File: config.mk
export PLATFORM = sky130hd
export DESIGN_NAME = sonic_blocksync_ctrl
export DESIGN_NICKNAME = d
export VERILOG_FILES = /design/src/rtl/sonic_blocksync_ctrl.sv
export SDC_FILE = /design/constraint.sdc
export NUM_CORES = 1
export LEC_CHECK = 0
export CAP_MARGIN = 20
export CORE_MARGIN = 2
export CORE_UTILIZATION = 45
export CTS_CLUSTER_DIAMETER = 80
export CTS_CLUSTER_SIZE = 8
export DETAILED_ROUTE_END_ITERATION = 10
export HOLD_SLACK_MARGIN = 0.08
export SLEW_MARGIN = 10
export SYNTH_ARGS = -nofsm -noshare
export SYNTH_HDL_FRONTEND = slang
export SYNTH_SLANG_ARGS = --single-unit
File: constraint.sdc
create_clock -name clk -period 2.6 [get_ports clk]
set_input_delay 0.52 -clock clk [delete_from_list [all_inputs] [get_ports clk]]
set_output_delay 0.52 -clock clk [all_outputs]
set_load 0.02 [all_outputs]
File: src/rtl/sonic_blocksync_ctrl.sv
// rtl/sonic_blocksync_ctrl.sv - 64b/66b block alignment FSM with slip handshake and BER monitor
//
// Ports:
//   clk        : single clock, all state updates on the rising edge
//   reset      : asynchronous, active-high reset
//   valid      : one aligned 66-bit block presented by the barrel shifter this cycle
//   sh_valid   : sync header of the presented block is 01 or 10 (qualified by valid)
//   slip_ack   : one-cycle pulse from the barrel shifter, offset advanced by one bit
//   slip_req   : request a one-bit slip, held high until slip_ack
//   block_lock : block alignment achieved
//   hi_ber     : high bit-error-rate condition while locked
//   slip_count : slips since last lock or reset, sweeps 0..65 then wraps to 0

module sonic_blocksync_ctrl #(
  parameter int LOCK_CNT    = 64,
  parameter int INVALID_MAX = 16,
  parameter int SETTLE_CNT  = 2,
  parameter int BER_WINDOW  = 31250,
  parameter int BER_THRESH  = 16
) (
  input  logic       clk,
  input  logic       reset,
  input  logic       valid,
  input  logic       sh_valid,
  input  logic       slip_ack,
  output logic       slip_req,
  output logic       block_lock,
  output logic       hi_ber,
  output logic [6:0] slip_count
);

  localparam int WW  = $clog2(BER_WINDOW + 1);
  localparam int BCW = $clog2(BER_THRESH + 1);

  localparam logic [6:0]     LOCK_V    = 7'(LOCK_CNT);
  localparam logic [6:0]     SETTLE_V  = 7'(SETTLE_CNT);
  localparam logic [6:0]     SLIP_LAST = 7'd65;
  localparam logic [4:0]     INV_V     = 5'(INVALID_MAX);
  localparam logic [WW-1:0]  WIN_V     = WW'(BER_WINDOW);
  localparam logic [BCW-1:0] THR_V     = BCW'(BER_THRESH);

  typedef enum logic [1:0] {HUNT, SLIP, SETTLE, LOCKED} state_t;

  state_t         state, state_nx;
  logic [6:0]     sh_cnt, sh_cnt_nx;
  logic [4:0]     inv_cnt, inv_cnt_nx;
  logic [6:0]     slip_count_nx;
  logic [WW-1:0]  ber_win, ber_win_nx;
  logic [BCW-1:0] ber_cnt, ber_cnt_nx;
  logic           hi_ber_nx;

  logic [6:0]     sh_inc;
  logic [4:0]     inv_inc;
  logic [WW-1:0]  ber_win_inc;
  logic [BCW-1:0] ber_cnt_inc;

  assign sh_inc      = sh_cnt + 7'd1;
  assign inv_inc     = inv_cnt + {4'd0, ~sh_valid};
  assign ber_win_inc = ber_win + WW'(1);
  // BER error count saturates at the threshold
  assign ber_cnt_inc = (sh_valid || ber_cnt == THR_V) ? ber_cnt : ber_cnt + BCW'(1);

  // Outputs decode directly from the registered state
  assign slip_req   = (state == SLIP);
  assign block_lock = (state == LOCKED);

  always_ff @(posedge clk or posedge reset) begin
    if (reset) begin
      state      <= HUNT;
      sh_cnt     <= '0;
      inv_cnt    <= '0;
      slip_count <= '0;
      ber_win    <= '0;
      ber_cnt    <= '0;
      hi_ber     <= 1'b0;
    end else begin
      state      <= state_nx;
      sh_cnt     <= sh_cnt_nx;
      inv_cnt    <= inv_cnt_nx;
      slip_count <= slip_count_nx;
      ber_win    <= ber_win_nx;
      ber_cnt    <= ber_cnt_nx;
      hi_ber     <= hi_ber_nx;
    end
  end

  always_comb begin
    state_nx      = state;
    sh_cnt_nx     = sh_cnt;
    inv_cnt_nx    = inv_cnt;
    slip_count_nx = slip_count;
    ber_win_nx    = ber_win;
    ber_cnt_nx    = ber_cnt;
    hi_ber_nx     = hi_ber;

    case (state)
      HUNT: begin
        if (valid) begin
          if (!sh_valid) begin
            state_nx   = SLIP;
            sh_cnt_nx  = '0;
            inv_cnt_nx = '0;
          end else if (sh_inc == LOCK_V) begin
            state_nx      = LOCKED;
            sh_cnt_nx     = '0;
            inv_cnt_nx    = '0;
            slip_count_nx = '0;
          end else begin
            sh_cnt_nx = sh_inc;
          end
        end
      end

      // Blocks seen while waiting for the shifter are misaligned; ignore them
      SLIP: begin
        if (slip_ack) begin
          state_nx      = SETTLE;
          slip_count_nx = (slip_count == SLIP_LAST) ? 7'd0 : slip_count + 7'd1;
        end
      end

      // sh_cnt doubles as the discard counter while the shifter pipeline refills
      SETTLE: begin
        if (valid) begin
          if (sh_inc >= SETTLE_V) begin
            state_nx  = HUNT;
            sh_cnt_nx = '0;
          end else begin
            sh_cnt_nx = sh_inc;
          end
        end
      end

      LOCKED: begin
        if (valid) begin
          if (inv_inc == INV_V) begin
            // Lock loss takes priority over any window end on this block
            state_nx   = SLIP;
            sh_cnt_nx  = '0;
            inv_cnt_nx = '0;
            ber_win_nx = '0;
            ber_cnt_nx = '0;
            hi_ber_nx  = 1'b0;
          end else begin
            if (sh_inc == LOCK_V) begin
              sh_cnt_nx  = '0;
              inv_cnt_nx = '0;
            end else begin
              sh_cnt_nx  = sh_inc;
              inv_cnt_nx = inv_inc;
            end
            if (ber_win_inc == WIN_V) begin
              hi_ber_nx  = (ber_cnt_inc == THR_V);
              ber_win_nx = '0;
              ber_cnt_nx = '0;
            end else begin
              ber_win_nx = ber_win_inc;
              ber_cnt_nx = ber_cnt_inc;
              if (ber_cnt_inc == THR_V) hi_ber_nx = 1'b1;
            end
          end
        end
      end

      default: state_nx = HUNT;
    endcase
  end

endmodule

Word-level counts from Yosys, hierarchy flattened
Index checks and enable logic that the tools add are counted.
{ "op_classes": {"reduce_logical": 12, "add_sub_neg": 5, "eq_ne": 18, "mux": 38, "n_bitwise": 1, "magnitude_cmp": 1} }
{ "ops": {"columns": ["op", "n"], "rows": [
  ["$mux 7", 12],
  ["$mux 5", 9],
  ["$mux 15", 2],
  ["$pmux 7 s3", 1],
  ["$mux 2", 8],
  ["$add 15x1->15 const B", 1],
  ["$eq 15x15->1 const B", 1],
  ["$eq 5x5->1 const B", 3],
  ["$add 7x1->7 const B", 2],
  ["$eq 7x7->1 const B", 2],
  ["$ne 2x2->1 const B", 7],
  ["$pmux 7 s2", 1],
  ["$pmux 5 s2", 1],
  ["$pmux 2 s4", 1],
  ["$reduce_and 4->1", 2],
  ["$ge 7x2->1 const B", 1],
  ["$reduce_and 7->1", 1],
  ["$reduce_bool 3->1", 2],
  ["$add 5x1->5", 1],
  ["$add 5x1->5 const B", 1],
  ["$reduce_and 5->1", 1],
  ["$eq 2x2->1 const B", 2],
  ["$reduce_bool 2->1", 2],
  ["$mux 1", 3],
  ["other kinds (8)", 8]
]} }
{ "totals": {"regBits": 42, "input_bits": 5} }

Depth between registers and ports, before layout
{ "depth": {"depth_word": 7, "depth_mapped": 10, "mapped_depth_nobuf": 9} }

Worst setup path after synthesis
Ideal clock, no wire load.
{ "synth_timing": {"path_kind": "input -> register", "startpoint": "input port sh_valid", "endpoint": "register inv_cnt[4]", "t_arrival_ns": 2.261, "required_time_ns": 2.468, "n_path_buf": 1, "cell_stages": 10, "path_slack_ns": 0.207, "setup_time_ns": 0.132, "path_cell_list": "inv_1 > ha_1 > ha_1 > a211o_1 > o22a_1 > nand2_2 > clkbuf_1 > a311oi_1 > o21ai_0 > o31ai_1"} }
{ "synth_via": {"elab_chain_cells": 6, "elab_cells_between_ends": 11, "cone_classes": "add/sub: 1; eq/ne: 2; mux: 6; bitwise: 1; reduce/logical: 1"} }
{ "synth_rtl": {"columns": ["item", "line", "text"], "rows": [
  ["start: declaration", "24", "input logic sh_valid,"],
  ["$not 1->1", "58", "assign inv_inc = inv_cnt + {4'd0, ~sh_valid};"],
  ["$add 5x1->5", "58", null],
  ["$eq 5x5->1 / $mux 5 (equally long branches)", "136, 145", null],
  ["$mux 5", "136", "if (inv_inc == INV_V) begin"],
  ["$mux 5", "135", "if (valid) begin"],
  ["$pmux 5 s2", "96", "case (state)"],
  ["end signal: assignment", "79", "inv_cnt <= inv_cnt_nx;"],
  ["end: declaration", "46", "logic [4:0] inv_cnt, inv_cnt_nx;"]
]} }
Several ways; a longest one is shown, not always the timed one. The select of a mux whose other input is x is not followed.
A chain may end at the register's enable or synchronous reset.

Worst setup path after layout
Ends and elaborated chain as after synthesis.

==> metrics.md <==
| Metric | Value |
|---|---|
| N_diodes | 0 |
| Outcome | finished, final reports clean |
| Max VDD drop | 0.413 mV |
| Die area | 7080 um^2 |
| Final Cycle Share | 94.9% |
| DRC Markers | 0 |
| Crit path cell chain | clkdlybuf4s50_1, inv_1, ha_2, ha_4, a211o_1, o22a_1, nand2_2, buf_12, a311oi_1, o21ai_0, o31ai_1 |
| Relative slew margins | 49.5% |
| CP Depth | 11 |
| Initial antenna violation count | 0 |
| TritonCTS Buffers | 5 |
| Netlist cell types | 56 |
| Commonest register cell after synthesis | dfrtp_1 |
| Post-synth top area share | 36.3% |
| CP Buf/Inv Count | 3 |
| Global placer's final weighted congestion | 0.881 |
| PnR worst setup slack | 0.133 ns |
| Core Util, Final | 54.5% |
| Final hold slack | 0.512 ns |
| Chip Height | 84.2 um |
| Critical Path Sink Type | register |
| Vias per inst | 5.85 |
| CTS H-tree depth | 2 |
| Final Setup Violations | 0 |
| Cells on worst reg2reg path | 8 |
| Final layout net count | 380 |
| Core area | 6280 um^2 |
| Vias in the first global route | 2409 |
| Die width | 84.2 um |
| Fraction of registers with async set/reset | 100% |
| CTS clk-pin slew, worst paths | 0.08 ns |
| Largest net degree at the start of global routing | 28 |
| Final critical path time including I/O delays and setup | 2.47 ns |
| Share of layout cells above drive strength 1 | 14.1% |
| Worst slack at placement | -0.357 ns |
| CP Max Fanout | 27 |
| Routed length per placed instance | 15.1 um |
| Std cell rows | 29 |
| Area after DPL | 3260 um^2 |
| Final Total Pwr | 2.58 mW |
| RSZ-0062 raised after global routing | no |
| Synthesized netlist cell count | 327 |
| Worst hold path class | reg -> reg |
| Worst Tran Pin Value | 0.750 ns |
| Commonest non-fill, non-tap cell in the layout | dfrtp_1 |
| Setup Crit Path Kind | in -> reg |
| Synthesis-to-layout area growth | 18.4% |
| Root buffer cell | clkbuf_8 |
| Post-DRT Antenna Nets | 0 |
| Maximum clock path buffer count | 2 |
| Post-route setup TNS | 0 ns |
| GRT Overall Usage | 19.1% |
| Final Skew | 0.00482 ns |
| PwrDens | 755 nW/um^2 |
| HP Start | inv_cnt[0] |
| IO Pins | 15 |
| Crit path max-delay family | compound AO/OA/AOI/OAI gates |
| Detailed Routing Iterations Pass 1 | 5 |
| CP Launch Type | input pin |
| Warnings from Yosys | 0 |
| Syn Std Cell Area | 2890 um^2 |
| Final Hold Viols | 0 |
| Post-Layout Cell Count | 438 |
| Total number of vias | 2563 |
| Number of port buffers | 14 |
| Cells on Worst Hold Path | 2 |
| DRC marker count from the first detailed-route iteration | 170 |
| Number of flops mapped to enable cells by yosys | 0 |
| FF-to-FF Start | ber_win[1] |
| WL final | 6620 um |
| Starting density of the core | 46.1% |
| Critical Path AT | 2.64 ns |
| Mean area per synthesized cell | 8.84 um^2 |
| Worst path max stage delay | 0.49 ns |
| Top area cells in the synthesized netlist | dfrtp_1 (36%), ha_1 (6.5%), nand2_1 (4.9%) |
| Largest area contributor in the synthesized netlist | dfrtp_1 |
| Hold Path End | inv_cnt[0] |
| Most frequent cells in the layout | dfrtp_1 (42), nand2_1 (38), buf_4 (25) |
| RR Endpoint | ber_win[9] |
| Register area share after synthesis | 36.3% |
| First-pass GRT wire length | 11200 um |
| Slowest CP cell | clkdlybuf4s50_1 |
| Max Slew Vio Count | 0 |
| DPL Wire Length | 4760 um |
| Syn nets | 347 |
| Critical Path RT | 2.77 ns |
| Placed cells | 429 |
| Final Instance Area | 3420 um^2 |
| Clock sink count | 42 |
| Worst skew pair latency | 0.29 ns |
| F_max | 405 MHz |
| Max cap viols | 0 |
| #FFs+latches synth | 42 |
| Leak pwr | 1.43 nW |
| CTS tree | yes |
| R2R setup slack | 0.20 ns |
| Grt ovf | 0 |
registers in the layout, summed over array words and instances, names as in the netlist:
| register | flops |
|---|---|
| ber_win | 15 |
| sh_cnt | 7 |
| slip_count | 7 |
| ber_cnt | 5 |
| inv_cnt | 5 |
| state | 2 |
| hi_ber | 1 |
layer usage:
metal,vias up,track usage [%],wire length [um]
met1,1230,28.8,3460
li1,1287,-,-
met5,-,0,0
met3,2,3.34,197
met4,0,4.11,30
met2,44,28.9,2930
worst max-delay path by stage:
stage	end	start	slack (ns)
6_report	inv_cnt[4]	sh_valid	0.13
5_1_grt	ber_win[9]	ber_win[1]	0.02
4_1_cts	state[0]	sh_valid	0.01
3_5_place_dp	sh_cnt[1]	sh_valid	-0.36
3_3_place_gp	sh_cnt[1]	sh_valid	-0.31
2_1_floorplan	inv_cnt[4]	sh_valid	0.21
tightest hold or removal path: stages, from the launching register on:
cell     delay, ns
dfrtp_1       0.36
nand2_1       0.05
o31ai_1       0.06
power breakdown:
group / switching [mW] / internal, mW / total [mW]
clock: 0.236 / 0.283 / 0.518
sequential: 0.156 / 0.770 / 0.926
combinational: 0.640 / 0.500 / 1.14
total: 1.03 / 1.55 / 2.58
kinds of logic (layout without fill, tap and decap cells):
group                      after synthesis  count (layout)  share of synthesized area, %
and+or+nand+nor                        142             142                          27.9
adders and majority gates               15              15                          6.49
buffers and inverters                   29              63                          4.28
xor gates and xnor gates                 9               9                          2.73
AOI/OAI and AO/OA                       85              85                          20.4
DFF                                     42              42                          36.3
muxes                                    5               5                          1.90
timing repair:
item                       4_1_cts  5_1_grt
resized for setup                1       10
hold buffers                     0        0
setup buffers                    0        1
pin swaps                        0        2
setup endpoints to repair        2       17
synth_stat cells, drive strengths merged, types with 2 or more instances:
cell type and count:
or3 2, nor2 16, inv 14, and2 2, ha 15, a2111oi 2
or2 2, o22a 2, buf 6, xnor2 4, o21ai 26, a31oi 4
nand2b 4, clkbuf 9, mux2i 4, nor3b 3, xor2 5, nand2 39
a211o 7, nor2b 4, and3 9, dfrtp 42, nand3 23, nor4b 8
nor3 9, nor4 8, nor4bb 4, o22ai 4, nand4b 2, nand4 3
o221ai 2, and4 2, o31ai 14, a211oi 2, o41ai 3, a21oi 9
a21o 4
cell type report:
cell class | count | area (um^2)
clock buffers | 5 | 68.8
clock inverters | 3 | 40.0
fillers | 572 | 2850
inverters | 14 | 52.6
multi-input cells | 256 | 1760
flip-flops and latches | 42 | 1050
well taps | 77 | 96.3
repair buffers | 41 | 359
(Power assumes the default switching activity.)
